## config.mk

```make
export PLATFORM = sky130hd
export DESIGN_NAME = sat_counter
export DESIGN_NICKNAME = d
export VERILOG_FILES = /design/src/rtl/frame_seq_checker_sat_counter.sv
export SDC_FILE = /design/constraint.sdc
export NUM_CORES = 1
export LEC_CHECK = 0
export ABC_CLOCK_PERIOD_IN_PS = 1600
export CAP_MARGIN = 20
export CORE_AREA = 5 5 42 44
export DETAILED_ROUTE_END_ITERATION = 16
export DIE_AREA = 0 0 47 49
export MAX_ROUTING_LAYER = met4
export PLACE_DENSITY = 0.67
export SYNTH_ARGS = -nofsm -noshare
export SYNTH_HDL_FRONTEND = slang
export SYNTH_SLANG_ARGS = --single-unit
```

## constraint.sdc

```tcl
create_clock -name clk -period 1.6 [get_ports clk]
set_input_delay 0.4 -clock clk [delete_from_list [all_inputs] [get_ports clk]]
set_output_delay 0.4 -clock clk [all_outputs]
set_load 0.05 [all_outputs]
```

## src/rtl/frame_seq_checker_sat_counter.sv

```systemverilog
// Saturating up-counter with synchronous clear.
// Latency: count updates on the edge that samples inc/clr.
// Backpressure: none; clear beats a simultaneous increment, holds at all-ones.
module sat_counter #(
  parameter int CNT_W = 8
) (
  input  logic             clk,
  input  logic             reset,
  input  logic             inc,
  input  logic             clr,
  output logic [CNT_W-1:0] count
);

  // Clear has priority; increment stops once every bit is set.
  always_ff @(posedge clk or negedge reset) begin
    if (!reset) begin
      count <= '0;
    end else if (clr) begin
      count <= '0;
    end else if (inc && (count != {CNT_W{1'b1}})) begin
      count <= count + CNT_W'(1);
    end
  end

endmodule

```

==> summary.md, run 1 <==
| Metric | Value |
|---|---|
| Layout fillers | `127` |
| Leak | `0.304 nW` |
| Final Hold Viols | `0` |
| Net count, final | `74` |
| Initial antenna violation count | `0` |
| Final core utilization | `54.0%` |
| Bufs and invs on worst path | `0` |
| CP startpoint kind | `register` |
| Max_cap viols | `0` |
| Post-route clock period utilization | `91.5%` |
| Peak supply drop | `0.393 mV` |
| CP delay by family, top | `flip-flops` |
| Antenna Nets Post-Route | `0` |
| CTS tree | `built` |
| Largest net degree at the start of global routing | `10` |
| Gr ovfl total | `0` |
| # H-tree levels | `1` |
| DRT Wirelength | `1140 µm` |
| Detailed placement HPWL | `851 µm` |
| RSZ-0062 raised after global routing | `no` |
| DR pass1 iterations | `4` |
| Status | `complete, no violations` |
| Minimum clock period | `1.46 ns` |
| CP Capture Type | `register` |
| R2R Setup Slk | `0.14 ns` |
| Post-synthesis sequential area ratio | `43.1%` |
| Crit path cell chain | `ha_4 -> and4_4 -> a21boi_2 -> mux2_2` |
| Clock-pin slew on the worst setup and hold paths | `0.06 ns` |
| Wire per inst | `13.5 µm` |
| Root cell of the clock tree | `clkbuf_4` |
| Worst flop-to-flop path startpoint | `count[1]$_DFFE_PN0P_` |
| GRT Util Overall | `11.8%` |
| Via total after detailed routing | `453` |
| Synth warn | `0` |
| Crit-path max cell delay | `0.42 ns` |
| Slowest-stage cell, CP | `dfrtp_2` |
| Final Wtd Congestion | `0.770` |
| Die width | `47 µm` |
| Largest reg by FF count | `count` |
| Max FFs per register | `8` |
| CTS Hold Bufs | `0` |
| N_diodes | `0` |
| Crit Path Max Fanout | `7` |
| Core area | `1400 µm²` |
| Layout cells sized above 1 | `36.8%` |
| Worst r2r path cells | `4` |
| Clock tree sinks | `8` |
| Max-slew violations | `0` |
| Number of library cell types mapped by synthesis | `28` |
| Synthesized net count | `54` |
| Crit Reg-Reg Endpoint | `count[0]$_DFFE_PN0P_` |
| Rel. slew slack | `71.5%` |
| Number of global-route vias before repair | `433` |
| Initial DRC count | `9` |
| Fmax | `683 MHz` |
| CP Data Arrival Time | `1.61 ns` |
| Syn Inst Count | `49` |
| Num CTS Buffers | `3` |
| Mapped cell area | `464 µm²` |
| CP Class | `reg -> reg` |
| Area Overhead vs Synth | `63.1%` |
| Clk buf depth | `2` |
| Drt drc | `0` |
| Port Buf Inserts | `11` |
| CP Depth | `4` |
| Syn avg cell area | `9.47 µm²` |
| Most frequent cells in the layout | `buf_12 (8), dfrtp_1 (6), buf_4 (6), nor3_1 (4)` |
| Worst hold-check path type | `in -> async` |
| Register bit count reported by yosys | `8` |
| Std-Cell Rows | `14` |
| Worst EP required | `1.74 ns` |
| Tot Pwr | `480 µW` |
| Die H | `49 µm` |
| Vias per cell | `5.39` |
| Most common cell after layout, fill and taps aside | `buf_12` |
| Clk_skew | `0.00747 ns` |
| First-pass GRT wire length | `1880 µm` |
| Top Registers | `count x8` |
| Io pins | `12` |
| Pwr dens | `635 nW/µm²` |
| Gates resized, CTS repair | `0` |
| Die Footprint | `2300 µm²` |
| Initial Util | `33.1%` |
| # setup viols final | `0` |
| Clk_lat worst skew | `0.26 ns` |
| Least-Margin Pin Slew | `0.417 ns` |
| Setup bufs post-CTS | `0` |
## cell families after synthesis
kind of cell               share of synthesized area, %
and+or+nand+nor                                    31.0
AOI/OAI and AO/OA                                  12.7
DFF                                                43.1
buffers and inverters                              3.50
muxes                                              7.01
adders and majority gates                          2.69
## worst max path at each step
stage                               from              endpoint  slack, ns
detailed placement                   inc  count[7]$_DFFE_PN0P_      -0.08
global route                         inc  count[5]$_DFFE_PN0P_       0.07
CTS                 count[1]$_DFFE_PN0P_  count[0]$_DFFE_PN0P_       0.14
finish              count[1]$_DFFE_PN0P_  count[0]$_DFFE_PN0P_       0.14
floorplan           count[1]$_DFFE_PN0P_  count[0]$_DFFE_PN0P_       0.04
global placement                     inc  count[7]$_DFFE_PN0P_      -0.06
## layer usage
metal	GRT usage, %	wire length, µm	up-vias
li1	-	-	220
met1	12.1	466	217
met2	17.6	579	12
met3	6.64	71	4
met4	5.53	21	0
met5	-	0	-
## layout make-up
class                           instances  area (µm²)  share of cell area [%]
Timing Repair Buffer                   17         235                    31.1
Tap cell                               16        20.0                    2.64
Sequential cell                         8         203                    26.8
Multi-Input combinational cell         37         265                    35.0
Clock buffer                            4        26.3                    3.47
Inverter                                2        7.51                   0.992
## report_power, final
group / internal, mW / switching [mW] / total (mW)
Combinational: 0.0477 / 0.0472 / 0.0949
Sequential: 0.208 / 0.00576 / 0.214
Clock: 0.0959 / 0.0758 / 0.172
Total: 0.352 / 0.129 / 0.480
## synthesized netlist by cell type, drive strengths merged
library cell	number	area (µm²)
nand4	1	6.26
a41oi	1	8.76
o21ai	1	5.00
mux2	2	22.5
nor3b	1	7.51
a31oi	1	6.26
nand3	3	20.0
dfrtp	8	200
a21oi	3	15.0
ha	1	12.5
nor2b	3	18.8
a2111oi	1	8.76
or3	1	6.26
a211oi	1	7.51
clkbuf	1	3.75
a21boi	1	7.51
inv	2	7.51
buf	1	5.00
nand2b	3	18.8
and3	1	6.26
nor4	1	6.26
nand2	2	7.51
nor3	4	20.0
and4	2	18.8
mux2i	1	10.0
nor2	2	7.51
## metrics by stage
stage	area, µm²	hold slack [ns]	TNS (ns)	setup WS [ns]	instances
6_report	757	0.413	0	0.136	84
2_1_floorplan	484	0.104	0	0.0377	49
4_1_cts	757	0.422	0	0.138	84
3_5_place_dp	731	0.617	-0.186	-0.0788	80
3_3_place_gp	731	0.602	-0.122	-0.0586	80
5_1_grt	757	0.428	0	0.0690	84
(Power assumes the default switching activity.)
==> run 2: changes to the inputs <==
Settings changed: CORE_AREA 5 5 42 44 to 2 2 39 41, DIE_AREA 0 0 47 49 to 0 0 41 43, PLACE_DENSITY 0.67 to 0.6.
==> run 2 against run 1 <==
Die area shrank 23%; sequential share of layout area is 0.90 points lower; flip-flop and latch count unchanged; combinational power increased by 1%; utilization up 2.6 points; critical path depth unchanged; routed wire length down 0.97%; largest power group unchanged; critical endpoint is now count[7]$_DFFE_PN0P_; clock-buffer cell count down 1; critical path type is now in -> reg; final cell count increased by 3.6%.
==> summary.md, run 2 (synthesis results as in run 1) <==
| Metric | Value |
|---|---|
| Placed Area | `761 µm² (+4.1%)` |
| DR pass1 iterations | `3 (-1)` |
| Area Overhead vs Synth | `68.7%` |
| Max-slew violations | `0 (unchanged)` |
| DRT Wirelength | `1130 µm (-0.97%)` |
| Max FFs per register | `8 (unchanged)` |
| Io pins | `12 (unchanged)` |
| Die H | `43 µm (-12%)` |
| Wire per inst | `13.0 µm (-4.4%)` |
| First-pass GRT wire length | `1960 µm (+4.4%)` |
| Least-Margin Pin Slew | `0.397 ns (-0.0199 ns)` |
| RSZ-0062 raised after global routing | `no` |
| Largest reg by FF count | `count` |
| CTS tree | `built` |
| Layout cells sized above 1 | `40.8% (+4.1 points)` |
| Pwr dens | `603 nW/µm² (-5.0%)` |
| Final Hold Viols | `0 (unchanged)` |
| Max_cap viols | `0 (unchanged)` |
| CP Class | `in -> reg` |
| Tot Pwr | `472 µW (-1.7%)` |
| Die width | `41 µm (-13%)` |
| Clk buf depth | `2 (unchanged)` |
| Via total after detailed routing | `458 (+1.1%)` |
| Std-Cell Rows | `14 (unchanged)` |
| Gr ovfl total | `0 (unchanged)` |
| Worst EP required | `1.76 ns (+0.02 ns)` |
| Antenna Nets Post-Route | `0 (unchanged)` |
| Layout fillers | `125 (-1.6%)` |
| Largest net degree at the start of global routing | `9 (-1)` |
| Initial DRC count | `15 (+6)` |
| Most common cell after layout, fill and taps aside | `buf_4` |
| Vias per cell | `5.26 (-2.4%)` |
| Port Buf Inserts | `11 (unchanged)` |
| Root cell of the clock tree | `clkbuf_4` |
| Setup bufs post-CTS | `0 (unchanged)` |
| Peak supply drop | `0.378 mV (-3.9%)` |
| Net count, final | `78 (+5.4%)` |
| Final instance area | `783 µm² (+3.5%)` |
| Clock tree sinks | `8 (unchanged)` |
| Clk_skew | `0.00381 ns (-0.00367 ns)` |
| GRT Util Overall | `17.3% (+5.5 points)` |
| # H-tree levels | `1 (unchanged)` |
| Rel. slew slack | `73.4% (+2.0 points)` |
| Most frequent cells in the layout | `buf_4 (10), buf_12 (8), dfrtp_1 (6), nor3_1 (4)` |
| CP Capture Type | `register` |
| Post-route clock period utilization | `93.4% (+1.9 points)` |
| N_diodes | `0 (unchanged)` |
| CP Data Arrival Time | `1.65 ns (+0.04 ns)` |
| Clock-pin slew on the worst setup and hold paths | `0.06 ns (about the same)` |
| Final Wtd Congestion | `0.730 (-5.2%)` |
| Top Registers | `count x8` |
| Num CTS Buffers | `3 (unchanged)` |
| CP startpoint kind | `primary input` |
| Initial Util | `33.5% (+0.42 points)` |
| Worst hold-check path type | `in -> async` |
| Crit Path Max Fanout | `5 (-2)` |
| Drt drc | `0 (unchanged)` |
| Initial antenna violation count | `0 (unchanged)` |
| Die Footprint | `1760 µm² (-23%)` |
| Gates resized, CTS repair | `0 (unchanged)` |
| Status | `complete, no violations` |
| Clk_lat worst skew | `0.26 ns (about the same)` |
| CTS Hold Bufs | `0 (unchanged)` |
| Leak | `0.324 nW (+6.6%)` |
| Core area | `1380 µm² (-1.2%)` |
| Number of global-route vias before repair | `452 (+4.4%)` |
| Detailed placement HPWL | `885 µm (+4.0%)` |
| # setup viols final | `0 (unchanged)` |
| WHS | `0.432 ns (+0.0190 ns)` |
| Minimum clock period | `1.49 ns (+0.0298 ns)` |
| Fmax | `669 MHz (-2.0%)` |
[run 2: worst paths after layout]
| path | slack, ns | from | endpoint | cells after the start |
|---|---|---|---|---|
| max in group asynchronous | 0.86 | reset | count[1]$_DFFE_PN0P_ | 1 |
| hold / removal | 0.43 | reset | count[2]$_DFFE_PN0P_ | 1 |
| setup reg to reg | 0.18 | count[0]$_DFFE_PN0P_ | count[3]$_DFFE_PN0P_ | 4 |
| min in group clk | 0.67 | count[7]$_DFFE_PN0P_ | count[7]$_DFFE_PN0P_ | 3 |
| setup / recovery | 0.11 | inc | count[7]$_DFFE_PN0P_ | 4 |
| hold reg to reg | 0.67 | count[7]$_DFFE_PN0P_ | count[7]$_DFFE_PN0P_ | 3 |
[run 2: through the flow]
stage | util (%) | setup TNS, ns | setup slack (ns) | cells
final | 56.6 | 0 | 0.106 | 87
after global routing | 56.6 | 0 | 0.00699 | 87
after CTS | 56.6 | 0 | 0.107 | 87
after detailed placement | 55.0 | -0.385 | -0.152 | 84
after global placement | 55.0 | -0.342 | -0.114 | 84
after floorplan | - | 0 | 0.0377 | 49
[run 2: area by class of cell]
type	count	area, µm²	share of cell area [%]
inverter	2	7.51	0.958
tap	16	20.0	2.56
sequential	8	203	25.9
timing repair buffer	21	265	33.9
clock buffer	3	22.5	2.88
multi-input combinational	37	265	33.9
[run 2: layer usage]
| metal | track usage (%) | up-vias | routed length (µm) | share of wire [%] |
|---|---|---|---|---|
| met5 | - | - | 0 | 0 |
| met4 | 12.0 | 0 | 32 | 2.8 |
| met3 | 3.66 | 4 | 54 | 4.8 |
| met2 | 23.1 | 11 | 510 | 45 |
| met1 | 22.4 | 218 | 529 | 47 |
| li1 | - | 225 | - | - |
[run 2: power breakdown]
part           switching, mW  internal [mW]
sequential           0.00558          0.208
combinational         0.0469         0.0493
clock                 0.0761         0.0864
[run 2: worst max-delay path, cell delays in order]
cell and delay (ns):
clkdlybuf4s50_1 0.54, nand3_1 0.14, or3_1 0.33, a211oi_1 0.25
==> run 3: changes to the inputs <==
Settings changed: SKIP_CTS_REPAIR_TIMING from default to 1.
==> results of run 3 <==
Final layout, timing and power as in run 2 (identical DEF).
